**src/rtl/path_dram_cmd_gen_if.sv**
```systemverilog
// Path-request, address-generator and DRAM-command signals of path_dram_cmd_gen.
// The master modport is the environment side; the slave modport is the command generator.
interface path_dram_cmd_gen_if #(
  parameter int ORAML      = 31,
  parameter int DDR_ADDR_W = 28
);
  // Handshakes: a transfer happens on a rising clock edge where valid and ready are both 1.
  // Once valid is raised, the payload stays stable until the transfer happens.
  logic                  PathValid;
  logic                  PathReady;
  logic [ORAML-1:0]      PathLeaf;
  logic                  PathOp;
  logic [ORAML-1:0]      AGLeaf;
  logic                  AGStart;
  logic                  AGEnable;
  logic [ORAML+1:0]      AGBktIdx;
  logic                  DRAMCommandValid;
  logic                  DRAMCommandReady;
  logic                  DRAMCommand;
  logic [DDR_ADDR_W-1:0] DRAMCommandAddress;
  logic                  PathDone;

  modport master (
    output PathValid, PathLeaf, PathOp, AGBktIdx, DRAMCommandReady,
    input  PathReady, AGLeaf, AGStart, AGEnable, DRAMCommandValid,
           DRAMCommand, DRAMCommandAddress, PathDone
  );

  modport slave (
    input  PathValid, PathLeaf, PathOp, AGBktIdx, DRAMCommandReady,
    output PathReady, AGLeaf, AGStart, AGEnable, DRAMCommandValid,
           DRAMCommand, DRAMCommandAddress, PathDone
  );
endinterface

```
**src/rtl/path_dram_cmd_gen.sv**
```systemverilog
// Walks one ORAM path root-to-leaf, turning each bucket index into BKT_BURSTS DRAM burst commands.
// Optional macro PATH_STALL_COUNT_EN adds the StallCycles output (saturating stall counter).
module path_dram_cmd_gen #(
  parameter int ORAML           = 31,
  parameter int BKT_BURSTS      = 4,
  parameter int BURST_ADDR_STEP = 8,
  parameter int DDR_ADDR_W      = 28
) (
  input  logic               Clock,
  input  logic               Reset,
  path_dram_cmd_gen_if.slave bus,
  output logic [1:0]         o_dbg_state
`ifdef PATH_STALL_COUNT_EN
  ,
  output logic [31:0]        StallCycles
`endif
);

  localparam int LW = $clog2(ORAML + 1);
  localparam int BW = (BKT_BURSTS > 1) ? $clog2(BKT_BURSTS) : 1;
  localparam int FW = ORAML + 2 + BW + $clog2(BURST_ADDR_STEP) + DDR_ADDR_W;

  typedef enum logic [1:0] {S_IDLE, S_INIT, S_ISSUE, S_DONE} state_t;

  state_t           r_state;
  logic [LW-1:0]    r_level;
  logic [BW-1:0]    r_burst;
  logic             r_ready;
  logic             r_start;
  logic             r_valid;
  logic             r_done;
  logic             r_op;
  logic [ORAML-1:0] r_leaf;

  logic                 w_accept;
  logic                 w_fire;
  logic                 w_last_burst;
  logic                 w_last_level;
  logic [FW-1:0]        w_full_addr;
  logic [FW-DDR_ADDR_W-1:0] w_unused_addr_hi;

  assign w_accept     = (r_state == S_IDLE) && r_ready && bus.PathValid;
  // Reset gates the handshake so AGEnable cannot pulse in the cycle reset is being applied.
  assign w_fire       = r_valid && bus.DRAMCommandReady && Reset;
  assign w_last_burst = (r_burst == BW'(BKT_BURSTS - 1));
  assign w_last_level = (r_level == LW'(ORAML));

  // Full-width product; only the low DDR_ADDR_W bits leave the block.
  assign w_full_addr = ((FW'(bus.AGBktIdx) * FW'(BKT_BURSTS)) + FW'(r_burst))
                       * FW'(BURST_ADDR_STEP);
  assign w_unused_addr_hi = w_full_addr[FW-1:DDR_ADDR_W];

  assign bus.PathReady          = r_ready;
  assign bus.AGLeaf             = r_leaf;
  assign bus.AGStart            = r_start;
  assign bus.AGEnable           = w_fire && w_last_burst && !w_last_level;
  assign bus.DRAMCommandValid   = r_valid;
  assign bus.DRAMCommand        = r_op;
  assign bus.DRAMCommandAddress = r_valid ? w_full_addr[DDR_ADDR_W-1:0] : '0;
  assign bus.PathDone           = r_done;
  assign o_dbg_state            = r_state;

  always_ff @(posedge Clock) begin
    if (!Reset) begin
      r_state <= S_IDLE;
      r_level <= '0;
      r_burst <= '0;
      r_ready <= 1'b0;
      r_start <= 1'b0;
      r_valid <= 1'b0;
      r_done  <= 1'b0;
      r_op    <= 1'b0;
      r_leaf  <= '0;
    end else begin
      case (r_state)
        S_IDLE: begin
          if (w_accept) begin
            r_leaf  <= bus.PathLeaf;
            r_op    <= bus.PathOp;
            r_ready <= 1'b0;
            r_start <= 1'b1;
            r_level <= '0;
            r_burst <= '0;
            r_state <= S_INIT;
          end else begin
            r_ready <= 1'b1;
          end
        end
        S_INIT: begin
          r_start <= 1'b0;
          r_valid <= 1'b1;
          r_state <= S_ISSUE;
        end
        S_ISSUE: begin
          if (w_fire) begin
            if (w_last_burst) begin
              r_burst <= '0;
              if (w_last_level) begin
                r_valid <= 1'b0;
                r_done  <= 1'b1;
                r_state <= S_DONE;
              end else begin
                r_level <= r_level + 1'b1;
              end
            end else begin
              r_burst <= r_burst + 1'b1;
            end
          end
        end
        S_DONE: begin
          r_done  <= 1'b0;
          r_ready <= 1'b1;
          r_state <= S_IDLE;
        end
        default: r_state <= S_IDLE;
      endcase
    end
  end

`ifdef PATH_STALL_COUNT_EN
  logic [31:0] r_stall;

  always_ff @(posedge Clock) begin
    if (!Reset) begin
      r_stall <= '0;
    end else if (w_accept) begin
      r_stall <= '0;
    end else if (r_valid && !bus.DRAMCommandReady && (r_stall != '1)) begin
      r_stall <= r_stall + 1'b1;
    end
  end

  assign StallCycles = r_stall;
`endif

endmodule

```
**src/flat_wrapper.sv**
```systemverilog
// flat-port wrapper written by rule: the top's interface ports become plain ports
module path_dram_cmd_gen_flat 
#(
  parameter int ORAML           = 31,
  parameter int BKT_BURSTS      = 4,
  parameter int BURST_ADDR_STEP = 8,
  parameter int DDR_ADDR_W      = 28
)
  (Clock, Reset, o_dbg_state, bus_PathValid, bus_PathLeaf, bus_PathOp, bus_AGBktIdx, bus_DRAMCommandReady, bus_PathReady, bus_AGLeaf, bus_AGStart, bus_AGEnable, bus_DRAMCommandValid, bus_DRAMCommand, bus_DRAMCommandAddress, bus_PathDone);
  path_dram_cmd_gen_if #(.ORAML(ORAML), .DDR_ADDR_W(DDR_ADDR_W)) bus_i ();
  input  logic Clock;
  input  logic Reset;
  output logic [1:0] o_dbg_state;
  input wire logic [$bits(bus_i.PathValid)-1:0] bus_PathValid;
  input wire logic [$bits(bus_i.PathLeaf)-1:0] bus_PathLeaf;
  input wire logic [$bits(bus_i.PathOp)-1:0] bus_PathOp;
  input wire logic [$bits(bus_i.AGBktIdx)-1:0] bus_AGBktIdx;
  input wire logic [$bits(bus_i.DRAMCommandReady)-1:0] bus_DRAMCommandReady;
  output wire logic [$bits(bus_i.PathReady)-1:0] bus_PathReady;
  output wire logic [$bits(bus_i.AGLeaf)-1:0] bus_AGLeaf;
  output wire logic [$bits(bus_i.AGStart)-1:0] bus_AGStart;
  output wire logic [$bits(bus_i.AGEnable)-1:0] bus_AGEnable;
  output wire logic [$bits(bus_i.DRAMCommandValid)-1:0] bus_DRAMCommandValid;
  output wire logic [$bits(bus_i.DRAMCommand)-1:0] bus_DRAMCommand;
  output wire logic [$bits(bus_i.DRAMCommandAddress)-1:0] bus_DRAMCommandAddress;
  output wire logic [$bits(bus_i.PathDone)-1:0] bus_PathDone;
  assign bus_i.PathValid = bus_PathValid;
  assign bus_i.PathLeaf = bus_PathLeaf;
  assign bus_i.PathOp = bus_PathOp;
  assign bus_i.AGBktIdx = bus_AGBktIdx;
  assign bus_i.DRAMCommandReady = bus_DRAMCommandReady;
  assign bus_PathReady = bus_i.PathReady;
  assign bus_AGLeaf = bus_i.AGLeaf;
  assign bus_AGStart = bus_i.AGStart;
  assign bus_AGEnable = bus_i.AGEnable;
  assign bus_DRAMCommandValid = bus_i.DRAMCommandValid;
  assign bus_DRAMCommand = bus_i.DRAMCommand;
  assign bus_DRAMCommandAddress = bus_i.DRAMCommandAddress;
  assign bus_PathDone = bus_i.PathDone;
  path_dram_cmd_gen #(.ORAML(ORAML), .BKT_BURSTS(BKT_BURSTS), .BURST_ADDR_STEP(BURST_ADDR_STEP), .DDR_ADDR_W(DDR_ADDR_W)) u_core (.Clock(Clock), .Reset(Reset), .bus(bus_i), .o_dbg_state(o_dbg_state));
endmodule
```
**config.mk**
```make
export PLATFORM = sky130hd
export DESIGN_NAME = path_dram_cmd_gen_flat
export DESIGN_NICKNAME = d
export VERILOG_FILES = /design/src/rtl/path_dram_cmd_gen_if.sv /design/src/rtl/path_dram_cmd_gen.sv /design/src/flat_wrapper.sv
export SDC_FILE = /design/constraint.sdc
export NUM_CORES = 1
export LEC_CHECK = 0
export ABC_AREA = 1
export CORE_MARGIN = 4
export CORE_UTILIZATION = 36
export CTS_CLUSTER_SIZE = 30
export DETAILED_ROUTE_END_ITERATION = 16
export PLACE_DENSITY = 0.8
export SLEW_MARGIN = 20
export SYNTH_ARGS = -nofsm -noshare
export SYNTH_HDL_FRONTEND = slang
export SYNTH_SLANG_ARGS = --single-unit
export TNS_END_PERCENT = 10
```
**constraint.sdc**
```tcl
create_clock -name Clock -period 1.6 [get_ports Clock]
set_input_delay 0.32 -clock Clock [delete_from_list [all_inputs] [get_ports Clock]]
set_output_delay 0.32 -clock Clock [all_outputs]
set_load 0.01 [all_outputs]
```
== Word-level counts from Yosys, hierarchy flattened ==
Index checks and enable logic that the tools add are counted.
W data, S select, Z words.

* $add $sub $neg: 3
* Equal/unequal tests: 10
* Mux-type cells: 27
* Reductions and logical operators: 20

{| class="wikitable"
|+ Operators by type and width
! cell !! number
|-
| $mux W28 || 1
|-
| $add A25 B2 Y25 || 1
|-
| $mux W5 || 4
|-
| $mux W2 || 7
|-
| $reduce_and A4 Y1 || 3
|-
| $pmux W5 S2 || 1
|-
| $reduce_bool A2 Y1 || 5
|-
| $mux W1 || 8
|-
| $ne A2 B1 Y1 const B || 4
|-
| $pmux W1 S2 || 4
|-
| $pmux W2 S4 || 1
|-
| $eq A2 B2 Y1 const B || 3
|-
| $logic_and A1 B1 Y1 || 6
|-
| $add A5 B1 Y5 const B || 1
|-
| $eq A5 B5 Y1 const B || 1
|-
| $reduce_and A5 Y1 || 1
|-
| $pmux W2 S2 || 1
|-
| $reduce_and A2 Y1 || 2
|-
| $reduce_and A3 Y1 || 1
|-
| $add A2 B1 Y2 const B || 1
|-
| $eq A2 B1 Y1 const B || 1
|-
| $logic_not A2 Y1 || 1
|-
| $ne A2 B2 Y1 const B || 1
|-
| $logic_not A1 Y1 || 1
|}

* Bits in registers: 45
* Output and inout bits: 67
* Word-level logic and storage cells: 69

== Logic depth before layout (Yosys ltp) ==
Gate-level depths: netlist (run 1).

* Word-level depth: 5
* Mapped depth: 12
* Mapped depth without buffers: 12

== Worst setup path after synthesis (run 1) ==
OpenSTA, ideal clock, no wires.

* Kind: register to register
* From: register u_core.r_level[0]
* To: register u_core.r_level[0]
* Setup time: 116 ps
* Data arrival time: 1375 ps
* Data required time: 1484 ps
* Path slack: 109 ps
* Stages on the path, launching flop included: 13
* Buffers on the path: 0
* Clock period less this slack: 1491 ps
* Path through: dfxtp_1 ha_1 nand2_1 nor2_1 ha_1 inv_1 nand2_1 nand2_1 nand2_2 nor2_8 inv_2 nor2_1 nor2_1

* Word-level cells in the longest chain between the ends: 5
* Elaborated cells between the ends (all ways): 8

{| class="wikitable"
|+ Ends and longest elaborated chain
! element !! line !! source
|-
| start: declaration || path_dram_cmd_gen.sv:26 || <nowiki>logic [LW-1:0] r_level;</nowiki>
|-
| start signal: assignment || path_dram_cmd_gen.sv:103 || <nowiki>r_level <= r_level + 1'b1;</nowiki>
|-
| $add A5 B1 Y5 || path_dram_cmd_gen.sv:103 ||
|-
| $mux W5 || path_dram_cmd_gen.sv:98 || <nowiki>if (w_last_level) begin</nowiki>
|-
| $mux W5 || path_dram_cmd_gen.sv:96 || <nowiki>if (w_last_burst) begin</nowiki>
|-
| $mux W5 || path_dram_cmd_gen.sv:95 || <nowiki>if (w_fire) begin</nowiki>
|-
| $pmux W5 S2 || path_dram_cmd_gen.sv:75 || <nowiki>case (r_state)</nowiki>
|}

Several ways; a longest one is shown, not always the timed one. The select of a mux whose other input is x is not followed.
A chain may end at the register's enable or synchronous reset.

== Worst setup path after layout (run 1) ==
* From: register u_core.r_level[1]
* To: output port bus_AGEnable

* Word-level cells in the longest chain between the ends: 3

{| class="wikitable"
|+ Ends and longest elaborated chain
! element !! line !! source
|-
| $eq A5 B5 Y1 || path_dram_cmd_gen.sv:46 || <nowiki>assign w_last_level = (r_level == LW'(ORAML));</nowiki>
|-
| $logic_not A1 Y1 || path_dram_cmd_gen.sv:56 || <nowiki>assign bus.AGEnable = w_fire && w_last_burst && !w_last_level;</nowiki>
|-
| $logic_and A1 B1 Y1 || path_dram_cmd_gen.sv:56 ||
|-
| end: declaration || flat_wrapper.sv:22 || <nowiki>output wire logic [$bits(bus_i.AGEnable)-1:0] bus_AGEnable;</nowiki>
|}

No other way between the ends.

==> impl_metrics.tcl, run 1 <==
set metrics [dict create \
    outcome "finished, violations left" \
    violations "setup timing" \
    worstPathArrival_ns 1.39 \
    ctsHoldBuffers 0 \
    worstSkewPairLatency_ns 0.30 \
    drt-total-wl_mm 6.42 \
    grt_overflow 0 \
    cts-htree-levels 2 \
    ir_drop_v 0.000971 \
    initial_utilization 0.378 \
    fin_cells 513 \
    grt_pass1_wl_mm 10.2 \
    swShare 0.394 \
    dieWidth_um 84.8 \
    synth_seq_cells 45 \
    antennaDiodeCount 0 \
    period_minus_slack_ns 1.71 \
    max_cap_violations 0 \
    synthesis.area_sq_um 2120 \
    ios 136 \
    cp_slowest_cell "dfxtp_2" \
    clockBufferDepth 2 \
    crit_fanout 2 \
    p_clk_frac 0.159 \
    vias_per_cell 4.56 \
    numPortBuffers 122 \
    cts_tree "yes" \
    hold_viol 0 \
    pre_cts_ws_ns -0.347 \
    min_period_over_period 1.07 \
    seq_area_frac_synth 0.425 \
    p_switching_w 0.00195 \
    clk_pin_slew_worst_paths_ns 0.09 \
    drcViolationCount 0 \
    dieArea_sq_um 7180 \
    p_int_w 0.00300 \
    numCtsBuffers 5 \
    p_comb_frac 0.534 \
    hold_ws_ns 0.453 \
    ant_nets 0 \
    worstPathRequired_ns 1.28 \
    antenna_found_initial 0 \
    fillCellCount 495 \
    fin_skew_ns 0.0101 \
    synth.distinct_cells 25 \
    max_stage_delay_ns 0.34 \
    num_rows 27 \
    core_area_sq_um 5610 \
    via_count 2341 \
    fin_setup_tns_ns -0.110 \
    syn_to_final_growth_pct 74.5 \
    cp_cell_sequence "ha_4 -> nand2_4 -> nor2_4 -> ha_4 -> inv_2 -> nand2_2 -> nor2_2 -> buf_2" \
    setup_viol 1 \
    power_per_cell_area_nw_per_um2 1340 \
    hold_path_class "register to register" \
    power.leakage_nw 1.79 \
    syn_inst 302 \
    p_seq_frac 0.307 \
    layout-drive-gt1-share 0.134 \
    fmax_mhz 585 \
    grt_pass1_vias 2234 \
    setup_ws_ns -0.110 \
    rsz0062_at_grt "yes" \
    drtIter0Drc 132 \
    cts_sinks 45 \
    layout.nets 517 \
    end_kind "primary output" \
    start_kind "register" \
    grt_max_degree 33 \
    syn_avg_cell_area_sq_um 7.02 \
    yosys_warnings 0 \
    cp_common_cell "ha_4" \
    wl_per_cell_um 12.5 \
    place_congestion 0.839 \
    worst-setup-path-type "register to primary output" \
    dp_hpwl_mm 4.84 \
    drv_slew 0 \
    grt_usage 0.170 \
    place_inst 502 \
    root_buffer "clkbuf_8" \
    dr.pass1.iters 4 \
    dieHeight_um 84.8 \
]
layout by cell type (no fill, tap or decap), drive strengths merged, types with 3 or more instances in the layout:
cell type	n
nand2	112
clkdlybuf4s50	92
dfxtp	45
inv	41
a21oi	40
dlygate4sd2	27
buf	25
nor2	18
ha	8
o21ai	7
clkbuf	7
nand3	6
nand4	3
conb	3
path summary, 6_finish.rpt:
path / start / endpoint / slack [ns] / cells after the start
max: u_core.r_level[1]$_SDFFE_PN0P_ / bus_AGEnable / -0.11 / 8
min: u_core.bus.PathDone$_SDFFE_PN0P_ / u_core.bus.PathDone$_SDFFE_PN0P_ / 0.45 / 2
max reg2reg: u_core.r_level[1]$_SDFFE_PN0P_ / u_core.r_level[0]$_SDFFE_PN0P_ / 0.11 / 12
min reg2reg: u_core.bus.PathDone$_SDFFE_PN0P_ / u_core.bus.PathDone$_SDFFE_PN0P_ / 0.45 / 2
power groups by stage:
stage	logic, W	registers [W]	clock network (W)
final	0.00264	0.00152	0.000788
after global routing	0.00292	0.00155	0.000847
after CTS	0.00255	0.00150	0.000807
after detailed placement	0.00257	0.00152	0
after global placement	0.00252	0.00150	0
after floorplan	0.00135	0.00160	0
cells in the mapped netlist (all sizes together):
cell type	number	area [sq um]
a31oi	2	12.5
nor3	1	5.00
conb	1	3.75
clkinv	1	3.75
nor3b	1	7.51
buf	11	78.8
nand3	6	47.6
nand2	112	443
ha	8	100
clkbuf	6	22.5
a21oi	40	208
nor2	18	83.8
o21ai	7	35.0
dfxtp	45	901
inv	40	150
nand4	3	18.8
critical path: cells and delay by family, from the launching register on:
family	cells	cell delay, ns
AND/OR/NAND/NOR	4	0.26
buffers and inverters	2	0.18
adder cells (fa/ha/maj)	2	0.33
flip-flops	1	0.34
kinds of logic after synthesis:
| kind of cell | Yosys count | synth area share |
|---|---|---|
| AO/OA/AOI/OAI | 49 | 0.120 |
| adder cells (fa/ha/maj) | 8 | 0.0472 |
| buffers and inverters | 58 | 0.120 |
| flip-flops | 45 | 0.425 |
| other | 1 | 0.00177 |
| AND/OR/NAND/NOR | 141 | 0.286 |
per-layer routing:
metal	global-route usage	wire (um)
met5	0	0
met2	0.294	3040
met4	0.0432	104
met3	0.0677	694
met1	0.197	2580
cell type report:
type	count	area [sq um]	area share
clock buffers	7	96.3	0.0260
clock inverters	1	8.76	0.00237
inverters	41	154	0.0416
multi-input cells	201	1040	0.280
flip-flops and latches	45	905	0.245
well taps	72	90.1	0.0243
repair buffers	146	1410	0.381
metrics by stage:
| step | power, W | utilization | cell area [sq um] |
|---|---|---|---|
| global placement | 0.00403 | 0.628 | 3520 |
| CTS | 0.00485 | 0.644 | 3610 |
| detailed placement | 0.00409 | 0.628 | 3520 |
| finish | 0.00495 | 0.660 | 3700 |
| global route | 0.00531 | 0.660 | 3700 |
| floorplan | 0.00295 | - | 2130 |
registers in the layout, summed over array words and instances, names as in the netlist:
name and count:
u_core.o_dbg_state 2, u_core.bus.AGLeaf 31, u_core.bus.DRAMCommand 1, u_core.bus.PathDone 1, u_core.bus.PathReady 1, u_core.r_level 5
u_core.bus.DRAMCommandValid 1, u_core.bus.AGStart 1, u_core.r_burst 2
timing repair:
action	CTS	global route
cloned	0	0
setup buffers	1	3
endpoints found under the hold margin	0	0
endpoints found under the setup margin	29	43
gates resized for setup	37	18
pin swaps	1	6
(Power assumes the default switching activity.)
==> run 2, diff against run 1 <==
--- a/config.mk
+++ b/config.mk
@@ -10,3 +10,3 @@
 export CORE_UTILIZATION = 36
-export CTS_CLUSTER_SIZE = 30
+export CTS_CLUSTER_SIZE = 40
 export DETAILED_ROUTE_END_ITERATION = 16
==> constraint.sdc (replaced) <==
create_clock -name Clock -period 1.6 [get_ports Clock]
set_input_delay 0.48 -clock Clock [delete_from_list [all_inputs] [get_ports Clock]]
set_output_delay 0.48 -clock Clock [all_outputs]
set_load 0.01 [all_outputs]
==> impl_metrics.tcl, run 2 (synthesis results as in run 1) <==
set metrics [dict create \
    via_count 2374 \
    dieHeight_um 84.8 \
    pre_cts_ws_ns -0.682 \
    ir_drop_v 0.000945 \
    worstPathArrival_ns 1.48 \
    ctsHoldBuffers 0 \
    outcome "finished, violations left" \
    drt-total-wl_mm 6.40 \
    cp_cell_sequence "ha_4 -> nand2_4 -> nor2_4 -> ha_2 -> inv_2 -> nand2_2 -> nor2_2 -> buf_2" \
    wl_met1_mm 2.53 \
    clk_pin_slew_worst_paths_ns 0.09 \
    min_period_over_period 1.23 \
    setup_ws_ns -0.361 \
    grt_pass1_vias 2242 \
    worstSkewPairLatency_ns 0.30 \
    power_per_cell_area_nw_per_um2 1380 \
    numPortBuffers 122 \
    worstPathRequired_ns 1.12 \
    fmax_mhz 510 \
    hold_end "u_core.bus.PathDone$_SDFFE_PN0P_" \
    postPlaceCellArea_sq_um 3580 \
    drcViolationCount 0 \
    rsz0062_at_grt "yes" \
    min_from "u_core.bus.PathDone$_SDFFE_PN0P_" \
    cp_slowest_cell "dfxtp_2" \
    route.met2.wl_mm 2.99 \
    cts_sinks 45 \
    antennaDiodeCount 0 \
    hold_path_class "register to register" \
    period_minus_slack_ns 1.96 \
    dr.pass1.iters 4 \
    max_cap_violations 0 \
    fin_area_sq_um 3620 \
    crit_family "adder cells" \
    layout-drive-gt1-share 0.211 \
    clockBufferDepth 2 \
    core_area_sq_um 5610 \
    grt_pass1_wl_mm 10.1 \
    reg2regPathDepth 14 \
    path_buf_inv 2 \
    syn_to_final_growth_pct 70.9 \
    dieArea_sq_um 7180 \
    violations "setup timing" \
    num_rows 27 \
    cts_tree "yes" \
    numCtsBuffers 5 \
    place_inst 510 \
    place_congestion 0.831 \
    ios 136 \
    initial_utilization 0.378 \
    end_kind "primary output" \
    max_stage_delay_ns 0.35 \
    wl_per_cell_um 12.3 \
    power.leakage_nw 1.93 \
    fin_setup_tns_ns -1.41 \
    dp_hpwl_mm 4.74 \
    drtIter0Drc 81 \
    fin_skew_ns 0.00637 \
    crit_cells 8 \
    grt_overflow 0 \
    crit_fanout 2 \
    grt_max_degree 33 \
    worst-setup-path-type "register to primary output" \
    ant_nets 0 \
    min_path_cells 2 \
    hold_viol 0 \
    routed.top_layer "met4" \
    dieWidth_um 84.8 \
    antenna_found_initial 0 \
    cts-htree-levels 2 \
    worstReg2RegEnd "u_core.r_level[1]$_SDFFE_PN0P_" \
    met3_length_um 769 \
    fillCellCount 519 \
    root_buffer "clkbuf_8" \
    vias_per_cell 4.55 \
    layout_commonest_cell "nand2_1" \
    most-common-layout-cells "nand2_1 (103), dlygate4sd2_1 (60), dfxtp_1 (42), a21oi_1 (37)" \
    ff2ff_setup_slack_ns -0.15 \
    layout.nets 526 \
    fin_cells 522 \
    start_kind "register" \
    setup_viol 10 \
    r2r_start "u_core.r_level[1]$_SDFFE_PN0P_" \
    grt_usage 0.169 \
    drv_slew 0 \
    largest_reg_flops 31 \
]
[run 2: cell types whose count changed in the layout (fill, tap and decap cells not counted), sizes merged, moves of 2 or more]
cell	delta
clkdlybuf4s50	-57
dlygate4sd2	+33
buf	+32
clkdlybuf4s15	+3
dlymetal6s2s	-2
[run 2: what timing repair did]
item | 4_1_cts | 5_1_grt
buffers inserted | 3 | 1
pin swaps | 9 | 3
endpoints found under the setup margin | 69 | 15
resized for setup | 181 | 9
[run 2: area by class of cell]
| class | count | area, sq um | share of cell area |
|---|---|---|---|
| tap | 72 | 90.1 | 0.0249 |
| clock inverter | 2 | 38.8 | 0.0107 |
| timing repair buffer | 155 | 1320 | 0.363 |
| sequential | 45 | 905 | 0.250 |
| clock buffer | 6 | 72.6 | 0.0200 |
| multi-input combinational | 201 | 1050 | 0.289 |
| inverter | 41 | 156 | 0.0432 |
[run 2: worst min-delay path: cells and delay by family, from the launching register on]
family                 cells  cell delay [ns]
AOI/OAI and AO/OA          1             0.05
DFF                        1             0.32
buffers and inverters      1             0.05
[run 2: power by group]
group / switching [W] / internal [W] / leakage, nW
clock: 0.000386 / 0.000469 / 0.0554
combinational: 0.00147 / 0.00116 / 1.51
sequential: 0.000137 / 0.00136 / 0.368
total: 0.00200 / 0.00300 / 1.93
[run 2: metal layers]
layer,GRT usage,vias up
li1,-,1218
met1,0.185,1033
met2,0.293,112
met3,0.0815,11
met4,0.0446,0
met5,0,-
[run 2: metrics by stage]
stage	hold slack (ns)	util	power [W]
detailed placement	0.446	0.639	0.00419
CTS	0.457	0.638	0.00491
floorplan	0.457	-	0.00295
global route	0.473	0.646	0.00540
global placement	0.440	0.639	0.00412
finish	0.455	0.646	0.00500
[run 2: how the worst max path moves through the flow]
stage / to / from
after floorplan: bus_AGEnable / u_core.r_level[0]$_SDFFE_PN0P_
after global placement: bus_AGEnable / Reset
after detailed placement: bus_AGEnable / Reset
after CTS: bus_AGEnable / u_core.r_level[1]$_SDFFE_PN0P_
after global routing: bus_AGEnable / u_core.r_level[1]$_SDFFE_PN0P_
final: bus_AGEnable / u_core.r_level[1]$_SDFFE_PN0P_
